$ cat config.mk
export PLATFORM = sky130hd
export DESIGN_NAME = mdu_scheduler
export DESIGN_NICKNAME = d
export VERILOG_FILES = /design/src/rtl/mdu_scheduler.sv
export SDC_FILE = /design/constraint.sdc
export NUM_CORES = 1
export LEC_CHECK = 0
export ABC_AREA = 1
export BUFFER_PORTS_ARGS = -buffer_cell sky130_fd_sc_hd__clkbuf_2
export CORE_AREA = 2 2 159 161
export CTS_BUF_LIST = sky130_fd_sc_hd__clkbuf_8
export CTS_CLUSTER_DIAMETER = 120
export DETAILED_ROUTE_END_ITERATION = 6
export DIE_AREA = 0 0 161 163
export MAX_ROUTING_LAYER = met4
export PLACE_DENSITY = 0.68
export SKIP_CTS_REPAIR_TIMING = 1
export SLEW_MARGIN = 15
export SYNTH_ARGS = -nofsm -noshare
export SYNTH_HDL_FRONTEND = slang
export SYNTH_SLANG_ARGS = --single-unit
$ cat constraint.sdc
create_clock -name clk -period 1.7 [get_ports clk]
set_input_delay 0.17 -clock clk [delete_from_list [all_inputs] [get_ports clk]]
set_output_delay 0.17 -clock clk [all_outputs]
set_load 0.01 [all_outputs]
$ cat src/rtl/mdu_scheduler.sv
// Multiply/divide unit scheduler: arbitrates two issue slots, launches one op at a time
// and commits a single HI/LO write. Define MDU_FLUSH_ABORT_EN to let flush abort an op in WAIT.
module mdu_scheduler (
    input  logic        clk,
    input  logic        rst,
    input  logic        flush_i,
    input  logic [1:0]  req_valid_i,
    input  logic [1:0]  req0_op_i,
    input  logic [1:0]  req1_op_i,
    input  logic [31:0] req0_a_i,
    input  logic [31:0] req0_b_i,
    input  logic [31:0] req1_a_i,
    input  logic [31:0] req1_b_i,
    output logic [1:0]  req_grant_o,
    input  logic [1:0]  hilo_rd_i,
    output logic        stall_o,
    output logic [1:0]  mult_op_o,
    output logic [1:0]  div_op_o,
    output logic [31:0] unit_a_o,
    output logic [31:0] unit_b_o,
    input  logic        mult_done_i,
    input  logic        div_done_i,
    input  logic [63:0] mult_res_i,
    input  logic [63:0] div_res_i,
    output logic        hilo_wen_o,
    output logic [63:0] hilo_wdata_o,
    output logic        busy_o
);

`ifdef MDU_FLUSH_ABORT_EN
    typedef enum logic [2:0] {S_IDLE, S_LAUNCH, S_WAIT, S_COMMIT, S_DRAIN} state_t;
`else
    typedef enum logic [2:0] {S_IDLE, S_LAUNCH, S_WAIT, S_COMMIT} state_t;
`endif

    state_t      r_state;
    state_t      w_next;
    logic [1:0]  r_op;
    logic        r_seen_low;
    logic [1:0]  w_grant;
    logic        w_done_sel;
    logic        w_complete;
    logic        w_tracking;

    assign w_done_sel = r_op[1] ? div_done_i : mult_done_i;
    // A done level only counts once it has been seen low since launch.
    assign w_complete = w_done_sel && r_seen_low;

`ifdef MDU_FLUSH_ABORT_EN
    assign w_tracking = (r_state == S_WAIT) || (r_state == S_DRAIN);
`else
    assign w_tracking = (r_state == S_WAIT);
`endif

    always_comb begin
        w_grant = '0;
        if (!rst && r_state == S_IDLE && !flush_i) begin
            if (req_valid_i[0])
                w_grant = 2'b01;
            else if (req_valid_i[1])
                w_grant = 2'b10;
        end
    end

    assign req_grant_o = w_grant;

    always_ff @(posedge clk) begin
        if (rst)
            r_state <= S_IDLE;
        else
            r_state <= w_next;
    end

    always_comb begin
        w_next = r_state;
        case (r_state)
            S_IDLE:   if (|w_grant) w_next = S_LAUNCH;
            S_LAUNCH: w_next = flush_i ? S_IDLE : S_WAIT;
            S_WAIT: begin
`ifdef MDU_FLUSH_ABORT_EN
                if (flush_i)
                    w_next = S_DRAIN;
                else
`endif
                if (w_complete)
                    w_next = S_COMMIT;
            end
            S_COMMIT: w_next = S_IDLE;
`ifdef MDU_FLUSH_ABORT_EN
            S_DRAIN:  if (w_complete) w_next = S_IDLE;
`endif
            default:  w_next = S_IDLE;
        endcase
    end

    always_ff @(posedge clk) begin
        if (rst) begin
            r_op         <= '0;
            unit_a_o     <= '0;
            unit_b_o     <= '0;
            hilo_wdata_o <= '0;
            r_seen_low   <= 1'b0;
        end else begin
            if (w_grant[0]) begin
                r_op     <= req0_op_i;
                unit_a_o <= req0_a_i;
                unit_b_o <= req0_b_i;
            end else if (w_grant[1]) begin
                r_op     <= req1_op_i;
                unit_a_o <= req1_a_i;
                unit_b_o <= req1_b_i;
            end
            if (r_state == S_LAUNCH)
                r_seen_low <= 1'b0;
            else if (w_tracking && !w_done_sel)
                r_seen_low <= 1'b1;
            if (r_state == S_WAIT && w_next == S_COMMIT)
                hilo_wdata_o <= r_op[1] ? div_res_i : mult_res_i;
        end
    end

    always_comb begin
        mult_op_o = '0;
        div_op_o  = '0;
        if (!rst && r_state == S_LAUNCH && !flush_i) begin
            if (r_op[1])
                div_op_o  = r_op[0] ? 2'b01 : 2'b10;
            else
                mult_op_o = r_op[0] ? 2'b01 : 2'b10;
        end
        hilo_wen_o = !rst && (r_state == S_COMMIT);
        busy_o     = (r_state != S_IDLE);
        stall_o    = !rst && ((|(req_valid_i & ~w_grant))
                           || ((|hilo_rd_i) && r_state != S_IDLE)
                           || (|w_grant));
    end

endmodule
==> summary.md, run 1 <==
| Metric | Value |
|---|---|
| Status | complete, no violations |
| Critical Path End Type | primary output |
| CP Buf/Inv Count | 3 |
| Area Overhead vs Synth | 39.55% |
| CTS clk-pin slew, worst paths | about 90 ps |
| Clk_skew | 11.64 ps |
| Drt first pass iters | 5 |
| Top FF cell, synth | dfxtp_1 |
| Largest net degree at the start of global routing | 72 |
| EDFF count, synth | 0 |
| Cell variety after synth | 29 |
| Gpl congestion | between 0.8 and 0.9 |
| Total power | 7.026 mW |
| Synth Instances | between 1k and 1.5k |
| Synth area leader | dfxtp_1 |
| Skew-Pair Late Insertion Delay | 440 ps |
| Post-layout minimum cycle time | around 1700 ps |
| Number of max-cap violations | 0 |
| DRT iter0 DRCs | 548 |
| Leak | roughly 5.4 nW |
| Fill cells | roughly 2.7k |
| Clock Sinks | 134 |
| Register area share after synthesis | 38.58% |
| Crit-path max FO | 8 |
| # rows | 58 |
| Share of the synthesized area in the top cell type | 38.58% |
| H-tree depth | 4 |
| Syn_area_per_cell | between 6 and 7 um2 |
| DP Cell Count | 1,774 |
| Crit-path cells | nor2_4 -> nand4_1 -> buf_12 -> clkinv_4 -> buf_6 |
| Core Box Area | 24,670 um2 |
| GR Overflow Total | 0 |
| Drt wl/cell | 13.28 um |
| CTS Buf Count | 17 |
| Initial antenna violation count | 2 |
| PD cells | 724.1 nW/um2 |
| Crit-path max cell delay | 380 ps |
| I/O pin cnt | between 400 and 500 |
| Max-slew violations | 0 |
| Synth cell count leaders | 329 x nand2_1, 140 x inv_1, 134 x dfxtp_1 |
| First-pass GRT wire length | 37,240 um |
| Fin Hold WS | 38.06 ps |
| Crit Path Category | flop to primary output |
| Asr flop ratio synth | 0% |
| RSZ-0062 raised after global routing | true |
| Share of cells above drive strength 1 | 33.13% |
| Final period util | 99.04% |
| Nets | 1,738 |
| Port Buffers | 405 |
| Synth top area cells | dfxtp_1 39%, nand2_1 18%, nand3_1 9.5% |
| Worst min path class | input port to flop |
| GRT Util Overall | 18.33% |
| Post-Syn Area | 6953 um2 |
| CTS max path bufs | 2 |
| DIE AREA | around 26,000 um2 |
| Die width | 161 um |
| CP arrival | 1510 ps |
| Setup_tns | 0 ps |
| Cell at the slowest stage of the critical path | dfxtp_4 |
| Final Hold Viols | 0 |
| Vias | about 8.0k |
| Die Ht | ~160 um |
| CTS tree | built |
| Vias in the first global route | 7,434 |
| Starting Density | 28.18% |
| CTS root buf | clkbuf_8 |
| Residual DRC | 0 |
| DP Wirelength | between 15,000 and 20,000 um |
| CP delay by family, top | flip-flops |
| Drt via density | around 4.4 |
| Count leader, synth | nand2_1 |
| Worst path required time | between 1500 and 2000 ps |
| Final Non-Filler Cells | about 1.8k |
| Max rail drop VDD | 0.3423 mV |
| Post-Syn Nets | 1,371 |
| Yosys warns | 0 |
| Yosys reg bits | 134 |
| Fmax | 0.5939 GHz |
| Dpl ws | around 190 ps |
| Startpoint types | flop |
| WL final | 24,090 um |
| ANT nets after route | 0 |
| Final setup fails | 0 |
| Post-route setup slack | about 16 ps |
==> worst paths after layout <==
path                                      from                to  slack (ps)  depth (start not counted)
worst max register to register      r_state[2]           r_op[0]          80                          7
worst min-delay path            mult_res_i[43]  hilo_wdata_o[43]          40                          5
worst max-delay path                r_state[2]    req_grant_o[0]          20                          5
worst min register to register    unit_a_o[26]      unit_a_o[26]         470                          2
==> layout make-up <==
cell class	count	area, um2	share of cell area, %
inverters	144	548.0	5.648
repair buffers	428	2374	24.46
clock inverters	14	167.7	1.728
clock buffers	18	247.7	2.553
multi-input cells	744	3256	33.55
well taps	330	412.9	4.255
diodes	2	5.005	0.05158
flip-flops and latches	134	2693	27.75
==> worst reg2reg max path: cells and delay by family, from the launching register on <==
family          cells  cell delay (ps)
compound gates      1              140
simple gates        4              570
buf+inv             2              450
flops               1              380
==> routing by layer <==
layer | vias to the layer above | global-route usage, % | routed length (um)
met5 | - | - | 0
met4 | 0 | 5.073 | 363
met3 | 16 | 4.304 | 1717
met2 | 315 | 30.67 | 11430
met1 | 3560 | 22.17 | 10580
li1 | 4126 | - | -
==> cell families after synthesis <==
kind of cell	synth area share, %
AO/OA/AOI/OAI	9.844
buffers and inverters	15.44
flip-flops	38.58
other	0.05393
AND/OR/NAND/NOR	36.08
==> power breakdown <==
part           switching [mW]  internal (mW)
Combinational           0.516          0.441
Clock                    1.46           1.39
Sequential             0.0321           3.18
Total                    2.01           5.02
==> through the flow <==
stage / cell area, um2 / utilization, %
after global routing: 9703 / 39.33
after global placement: 9140 / 37.04
after CTS: 9555 / 38.73
final: 9703 / 39.33
after floorplan: 6953 / -
after detailed placement: 9140 / 37.04
==> cell usage in the layout (no fill, tap or decap) <==
cell type / n
clkbuf_16: 1
a21oi_2: 1
clkinvlp_4: 1
o21ai_1: 29
a21oi_1: 67
a31oi_1: 1
bufinv_16: 2
clkbuf_8: 18
nand3_1: 132
buf_12: 12
dfxtp_2: 2
nor2_1: 128
buf_2: 5
clkinv_4: 5
nor2_4: 5
nand2_2: 2
dfxtp_1: 130
inv_1: 137
dfxtp_4: 2
buf_6: 1
buf_4: 10
o21ai_2: 2
nor3_1: 1
nor4_1: 1
nor2_2: 2
clkbuf_2: 399
inv_4: 1
o21ai_0: 35
nor3_2: 5
conb_1: 1
nor3_4: 2
nand4_1: 1
diode_2: 2
clkinv_2: 1
nand2_1: 328
inv_8: 3
nand3_2: 1
inv_6: 3
inv_2: 5
==> sequential cells by signal, indices dropped and copies added, names as in the netlist <==
name          count
r_state           3
unit_a_o         32
r_op              2
hilo_wdata_o     64
unit_b_o         32
r_seen_low        1
Power figures use the tool's default switching activity.
==> inputs of run 2 (changes only) <==
SETUP_SLACK_MARGIN = 0.3   (was default)
SKIP_LAST_GASP = 1   (was default)
clock period = 1.8 ns   (was 1.7 ns; I/O delays follow)
==> run 2 against run 1 <==
Global-route usage rose by 0.14 points; worst hold slack improved by 18 ps; first-iteration DRC count fell by 4.9%; sequential share of layout area fell by 2.4 points; core utilization rose by 3.7 points; largest power group unchanged.
==> summary.md, run 2 (synthesized netlist as in run 1, its figures left out) <==
| Metric | Value |
|---|---|
| Biggest register | hilo_wdata_o |
| Core Box Area | 24,670 um2 (unchanged) |
| DP Wirelength | 18,020 um (+2.5%) |
| Number of max-cap violations | 0 (unchanged) |
| Share of cells above drive strength 1 | 39.31% (+6.2 points) |
| CTS clk-pin slew, worst paths | 100 ps (about the same) |
| Clock Power Share | 41.2% (+0.6 points) |
| Switching Share | 28.75% (+0.17 points) |
| PD cells | 653.5 nW/um2 (-9.8%) |
| Port Buffers | 405 (unchanged) |
| Vias | 8,511 (+6.2%) |
| Crit-path cells | inv_4 -> nor3_4 -> nand2_2 -> nor3_2 -> buf_2 |
| Pint | 4.948 mW (-1.4%) |
| CTS max path bufs | 2 (unchanged) |
| Final Hold Viols | 0 (unchanged) |
| Gpl congestion | 0.8821 (+7.8%) |
| ANT nets after route | 0 (unchanged) |
| Switching pwr | 1.996 mW (-0.56%) |
| # rows | 58 (unchanged) |
| Clk_skew | 11.07 ps (-0.5784 ps) |
| Drt wl/cell | 14.92 um (+12%) |
| DR WL met3 | 1807 um (+5.2%) |
| Crit Path Category | flop to primary output |
| WL final | 27,490 um (+14%) |
| Final period util | a little over nine tenths |
| CTS root buf | clkbuf_8 |
| Fill cells | 2,561 (-5.6%) |
| Drt via density | 4.621 (+4.5%) |
| Largest regs | hilo_wdata_o: 64 flops, unit_a_o: 32 flops, unit_b_o: 32 flops |
| Initial antenna violation count | 1 (-1) |
| Combinational Power Share | 15.0% (+1.4 points) |
| Largest net degree at the start of global routing | 72 (unchanged) |
| DRT met1 WL | 11,790 um (+11%) |
| Most common cell after layout, fill and taps aside | clkbuf_2 |
| H-tree depth | 4 (unchanged) |
| DIE AREA | 26,240 um2 (unchanged) |
| Setup_tns | 0 ps (unchanged) |
| Max-slew violations | 0 (unchanged) |
| Starting Density | 28.18% (unchanged) |
| Drt first pass iters | 5 (unchanged) |
| RSZ-0062 raised after global routing | true |
| CP arrival | 1550 ps (+40 ps) |
| WL met2 | 13,340 um (+17%) |
| Area occupied by multi-input gates | 3664 um2 (+13%) |
| Cell at the slowest stage of the critical path | dfxtp_2 |
| I/O pin cnt | 406 (unchanged) |
| Crit-path max cell delay | 350 ps (-30 ps) |
| DR top layer | met4 |
| Most frequent cells in the layout | 401 x clkbuf_2, 300 x nand2_1, 137 x inv_1, 130 x dfxtp_1, 128 x nor2_1 |
| Fmax | 0.5794 GHz |
| GR Overflow Total | 0 (unchanged) |
| Register area | 2693 um2 (unchanged) |
| Leak | 5.756 nW (+5.8%) |
| Skew-Pair Late Insertion Delay | 440 ps (about the same) |
| Die Ht | 163 um (unchanged) |
| Die width | 161 um (unchanged) |
| GRT Util Overall | 18.48% (+0.14 points) |
| CP delay by family, top | simple AND/OR/NAND/NOR gates |
| Total power | 6.944 mW (-1.2%) |
| Cell depth of the worst setup path | 5 (unchanged) |
| Post-Layout Inst Area | 10,630 um2 (+9.5%) |
| CTS Buf Count | 17 (unchanged) |
| Startpoint types | flop |
| Area Overhead vs Synth | 52.83% |
| DRT iter0 DRCs | 521 (-4.9%) |
| Critical Path End Type | primary output |
| Clock Sinks | 134 (unchanged) |
| Worst min path class | input port to flop |
| Worst R2R Path Depth | 8 (+1) |
| Crit-path max FO | 7 (-1) |
| CTS tree | built |
| DP Area | 9170 um2 (+0.33%) |
| Flip-flop count of the largest register after layout | 64 (unchanged) |
| CP Buf/Inv Count | 2 (-1) |
| Residual DRC | 0 (unchanged) |
| Status | complete, no violations |
| Final setup fails | 0 (unchanged) |
| Worst path required time | 1620 ps (+90 ps) |
| Max rail drop VDD | 0.3898 mV (+14%) |
| Worst Hold Depth | 5 (unchanged) |
| Nets | 1,767 (+1.7%) |
| Post-layout minimum cycle time | roughly 1700 ps |
| First-pass GRT wire length | 37,550 um (+0.83%) |
| Vias in the first global route | 7,405 (-0.39%) |
| Sequential Power Share | 43.8% (-2.0 points) |
## run 2: cell count changes in the layout (fill, tap and decap cells not counted), moves of 11 or more
cell,previous run,this run
a21oi_1,67,49
a21oi_2,1,19
clkbuf_16,1,12
nand2_1,328,300
nand2_4,0,26
nand3_1,132,104
nand3_2,1,29
## run 2: worst reg2reg max path, cell delays in order (launching register included)
cell	delay [ps]
dfxtp_4	380
nor2_4	130
nand4_1	220
buf_6	210
clkbuf_16	160
clkbuf_16	170
nand2_4	60
nand3_2	60
a21oi_1	160
## run 2: metrics by stage
stage / hold WS, ps / util (%) / setup slack, ps / std cells
floorplan: 345.9 / - / 448.7 / 1102
global placement: 452.2 / 37.17 / 272.9 / 1778
detailed placement: 454.4 / 37.17 / 212.0 / 1778
CTS: 2.430 / 38.93 / -205.5 / 1810
global route: 29.87 / 43.07 / -58.88 / 1842
finish: 56.54 / 43.07 / 74.17 / 1842
## run 2: final timing paths
check | from | end | slack, ps
worst min-delay path | req0_b_i[19] | unit_b_o[19] | 60
worst min register to register | unit_a_o[21] | unit_a_o[21] | 460
worst max register to register | r_state[2] | unit_b_o[17] | 190
worst max-delay path | r_state[0] | mult_op_o[0] | 70
## run 2: final cells by class
type	count	share of cell area, %
antenna	1	0.02355
clock buffer	18	2.331
clock inverter	14	1.766
inverter	144	5.157
multi-input combinational	744	34.48
sequential	134	25.34
tap	330	3.886
timing repair buffer	457	27.02
## run 2: layer usage
| metal | track usage, % | up-vias |
|---|---|---|
| met3 | 4.304 | 37 |
| met2 | 30.47 | 396 |
| met1 | 22.64 | 3886 |
| li1 | - | 4192 |
| met4 | 5.317 | 0 |
| met5 | - | - |
## run 2: power groups by stage
stage | logic [mW] | registers (mW) | clock network [mW]
after floorplan | 0.418 | 3.12 | 0
after global placement | 0.892 | 3.11 | 0
after detailed placement | 0.896 | 3.11 | 0
after CTS | 0.901 | 3.04 | 3.00
after global routing | 1.15 | 3.05 | 3.12
final | 1.04 | 3.04 | 2.86
==> inputs of run 3 (changes only) <==
PLACE_DENSITY = 0.7   (was 0.68)
clock period = 1.55 ns   (was 1.8 ns; I/O delays follow)
==> run 3 against run 2 <==
The run now ends with setup timing left; sequential share of layout area is 1.1 points lower; clock power is 8.0% higher; die area stayed put; cell count is 1.6% higher; worst hold slack worse by 27 ps; register-to-register slack worse by 330 ps; clock skew is 5.2 ps higher; sequential cell count stayed put; core utilization is 2.1 points higher; critical path type is now flop to flop.
==> summary.md, run 3 (synthesized netlist as in run 1, its figures left out) <==
| Metric | Value |
|---|---|
| Worst hold endpoint | unit_a_o[17] |
| Fmax | ~0.59 GHz |
| Crit-path max FO | 16 (+9) |
| Worst hold start | req1_a_i[17] |
| CTS clk-pin slew, worst paths | 90 ps (about the same) |
| Core Box Area | 24,670 um2 (unchanged) |
| Worst-margin pin slew | roughly 660 ps |
| Worst min path class | input port to flop |
| Area Overhead vs Synth | 60.14% |
| DP Area | 9355 um2 (+2.0%) |
| Most common cell after layout, fill and taps aside | clkbuf_2 |
| Skew-Pair Late Insertion Delay | 430 ps (about the same) |
| Worst R2R Path Depth | 10 (+2) |
| Cell at the slowest stage of the critical path | dfxtp_4 |
| Post-Layout Inst Area | 11,130 um2 (+4.8%) |
| Worst slew margin | 55.70% |
| Die Ht | 163 um (unchanged) |
| GR Overflow Total | 0 (unchanged) |
| Gpl congestion | 0.9079 (+2.9%) |
| Flip-flop count of the largest register after layout | 64 (unchanged) |
| Leak | 5.843 nW (+1.5%) |
| Crit Reg-Reg Endpoint | unit_b_o[2] |
| Nets | 1,796 (+1.6%) |
| Setup_tns | -12,030 ps (-12,030 ps) |
| Share of cells above drive strength 1 | 43.38% (+4.1 points) |
| Failing checks | setup timing |
| Vias in the first global route | 7,515 (+1.5%) |
| CTS root buf | clkbuf_8 |
| Crit-path cells | nor2_4 -> buf_6 -> nand2_4 -> buf_12 -> nor2_4 -> buf_12 -> buf_16 -> nand3_1 -> nand3_1 -> a21oi_2 |
| Starting Density | 28.18% (unchanged) |
| Clk_skew | 16.31 ps (+5.249 ps) |
| Final period util | 109.3% |
| Post-layout minimum cycle time | around 1700 ps |
| Crit Path Category | flop to flop |
| Status | complete, but fails checks |
| CP Buf/Inv Count | 4 (+2) |
| Initial antenna violation count | 2 (+1) |
| Startpoint types | flop |
| Critical Path End Type | flop |
| Worst path required time | 1840 ps (+220 ps) |
| Dpl ws | -23.99 ps (-235.9 ps) |
| Fin Hold WS | 29.36 ps (-27.18 ps) |
| I/O pin cnt | 406 (unchanged) |
| Final Hold Viols | 0 (unchanged) |
| Total power | 7.905 mW (+14%) |
| DRT iter0 DRCs | 523 (+0.38%) |
| Most frequent cells in the layout | 397 x clkbuf_2, 327 x nand2_1, 139 x inv_1, 130 x dfxtp_1, 112 x nor2_1 |
| Clock Sinks | 134 (unchanged) |
| Number of max-cap violations | 0 (unchanged) |
| # rows | 58 (unchanged) |
| DIE AREA | 26,240 um2 (unchanged) |
| CTS Buf Count | 17 (unchanged) |
| PD cells | 709.9 nW/um2 (+8.6%) |
| RSZ-0062 raised after global routing | true |
| Largest regs | hilo_wdata_o: 64 flops, unit_a_o: 32 flops, unit_b_o: 32 flops |
| Drt first pass iters | 4 (-1) |
| Crit-path max cell delay | 370 ps (+20 ps) |
| Drt wl/cell | 14.92 um (about the same) |
| Biggest register | hilo_wdata_o |
| Reg-to-reg slack, setup | -140 ps (-330 ps) |
| Final setup fails | 131 (+131) |
| CTS max path bufs | 2 (unchanged) |
| CP delay by family, top | buffers and inverters |
| Port Buffers | 405 (unchanged) |
| R2r startpoint | r_state[1] |
| Residual DRC | 0 (unchanged) |
| Worst Hold Depth | 5 (unchanged) |
| Post-route setup slack | -144.1 ps (-218.2 ps) |
| Max rail drop VDD | 0.3607 mV (-7.5%) |
| CP arrival | 1980 ps (+430 ps) |
| Largest net degree at the start of global routing | 66 (-8.3%) |
| First-pass GRT wire length | 37,090 um (-1.2%) |
| Drt via density | 4.608 (-0.26%) |
| Die width | 161 um (unchanged) |
| Vias | 8,627 (+1.4%) |
| GRT Util Overall | 18.16% (-0.31 points) |
| ANT nets after route | 0 (unchanged) |
| Max-slew violations | 0 (unchanged) |
| CTS tree | built |
| WL final | 27,920 um (+1.6%) |
| DP Wirelength | 18,100 um (+0.48%) |
| H-tree depth | 4 (unchanged) |
-- run 3: changes by cell type in the layout (fill, tap and decap cells not counted), sizes merged, moves of 2 or more --
cell / delta
buf: +31
clkbuf: -6
dlygate4sd3: +3
inv: -3
clkinv: +2
clkinvlp: +2
-- run 3: layout make-up --
type / count / area (um2)
sequential: 134 / 2695
clock inverter: 15 / 176.4
multi-input combinational: 744 / 3916
clock buffer: 17 / 234.0
tap: 330 / 412.9
inverter: 144 / 563.0
timing repair buffer: 486 / 3132
antenna: 2 / 5.005
fill: 2508 / 13540
-- run 3: routing by layer --
metal | up-vias | global-route usage, % | share of wire (%)
li1 | 4253 | - | -
met1 | 3924 | 21.62 | 41
met2 | 397 | 29.89 | 49
met3 | 53 | 3.922 | 6.5
met4 | 0 | 7.508 | 3.0
met5 | - | - | 0
-- run 3: through the flow --
stage / utilization (%) / cells
finish: 45.13 / 1872
global placement: 37.92 / 1802
global route: 45.13 / 1872
floorplan: - / 1102
detailed placement: 37.92 / 1802
CTS: 39.58 / 1834
-- run 3: worst max path at each step --
stage | from | endpoint | cells past startpoint | slack [ps]
6_report | r_state[1] | unit_b_o[2] | 10 | -140
5_1_grt | r_state[1] | unit_a_o[28] | 10 | -240
4_1_cts | r_state[2] | req_grant_o[0] | 6 | -350
3_5_place_dp | r_op[1] | hilo_wdata_o[14] | 6 | -20
3_3_place_gp | r_op[1] | hilo_wdata_o[14] | 6 | -30
2_1_floorplan | r_state[1] | hilo_wdata_o[35] | 9 | 260
-- run 3: worst min-delay path, cell delays in order --
cell and delay, ps:
clkbuf_2 80, inv_1 40, nand2_1 60, nand3_2 60
a21oi_2 40
-- run 3: power breakdown --
| group | switching (mW) | total, mW | internal (mW) |
|---|---|---|---|
| clock | 1.49 | 3.09 | 1.60 |
| sequential | 0.0396 | 3.53 | 3.49 |
| combinational | 0.692 | 1.28 | 0.591 |
| total | 2.22 | 7.90 | 5.69 |
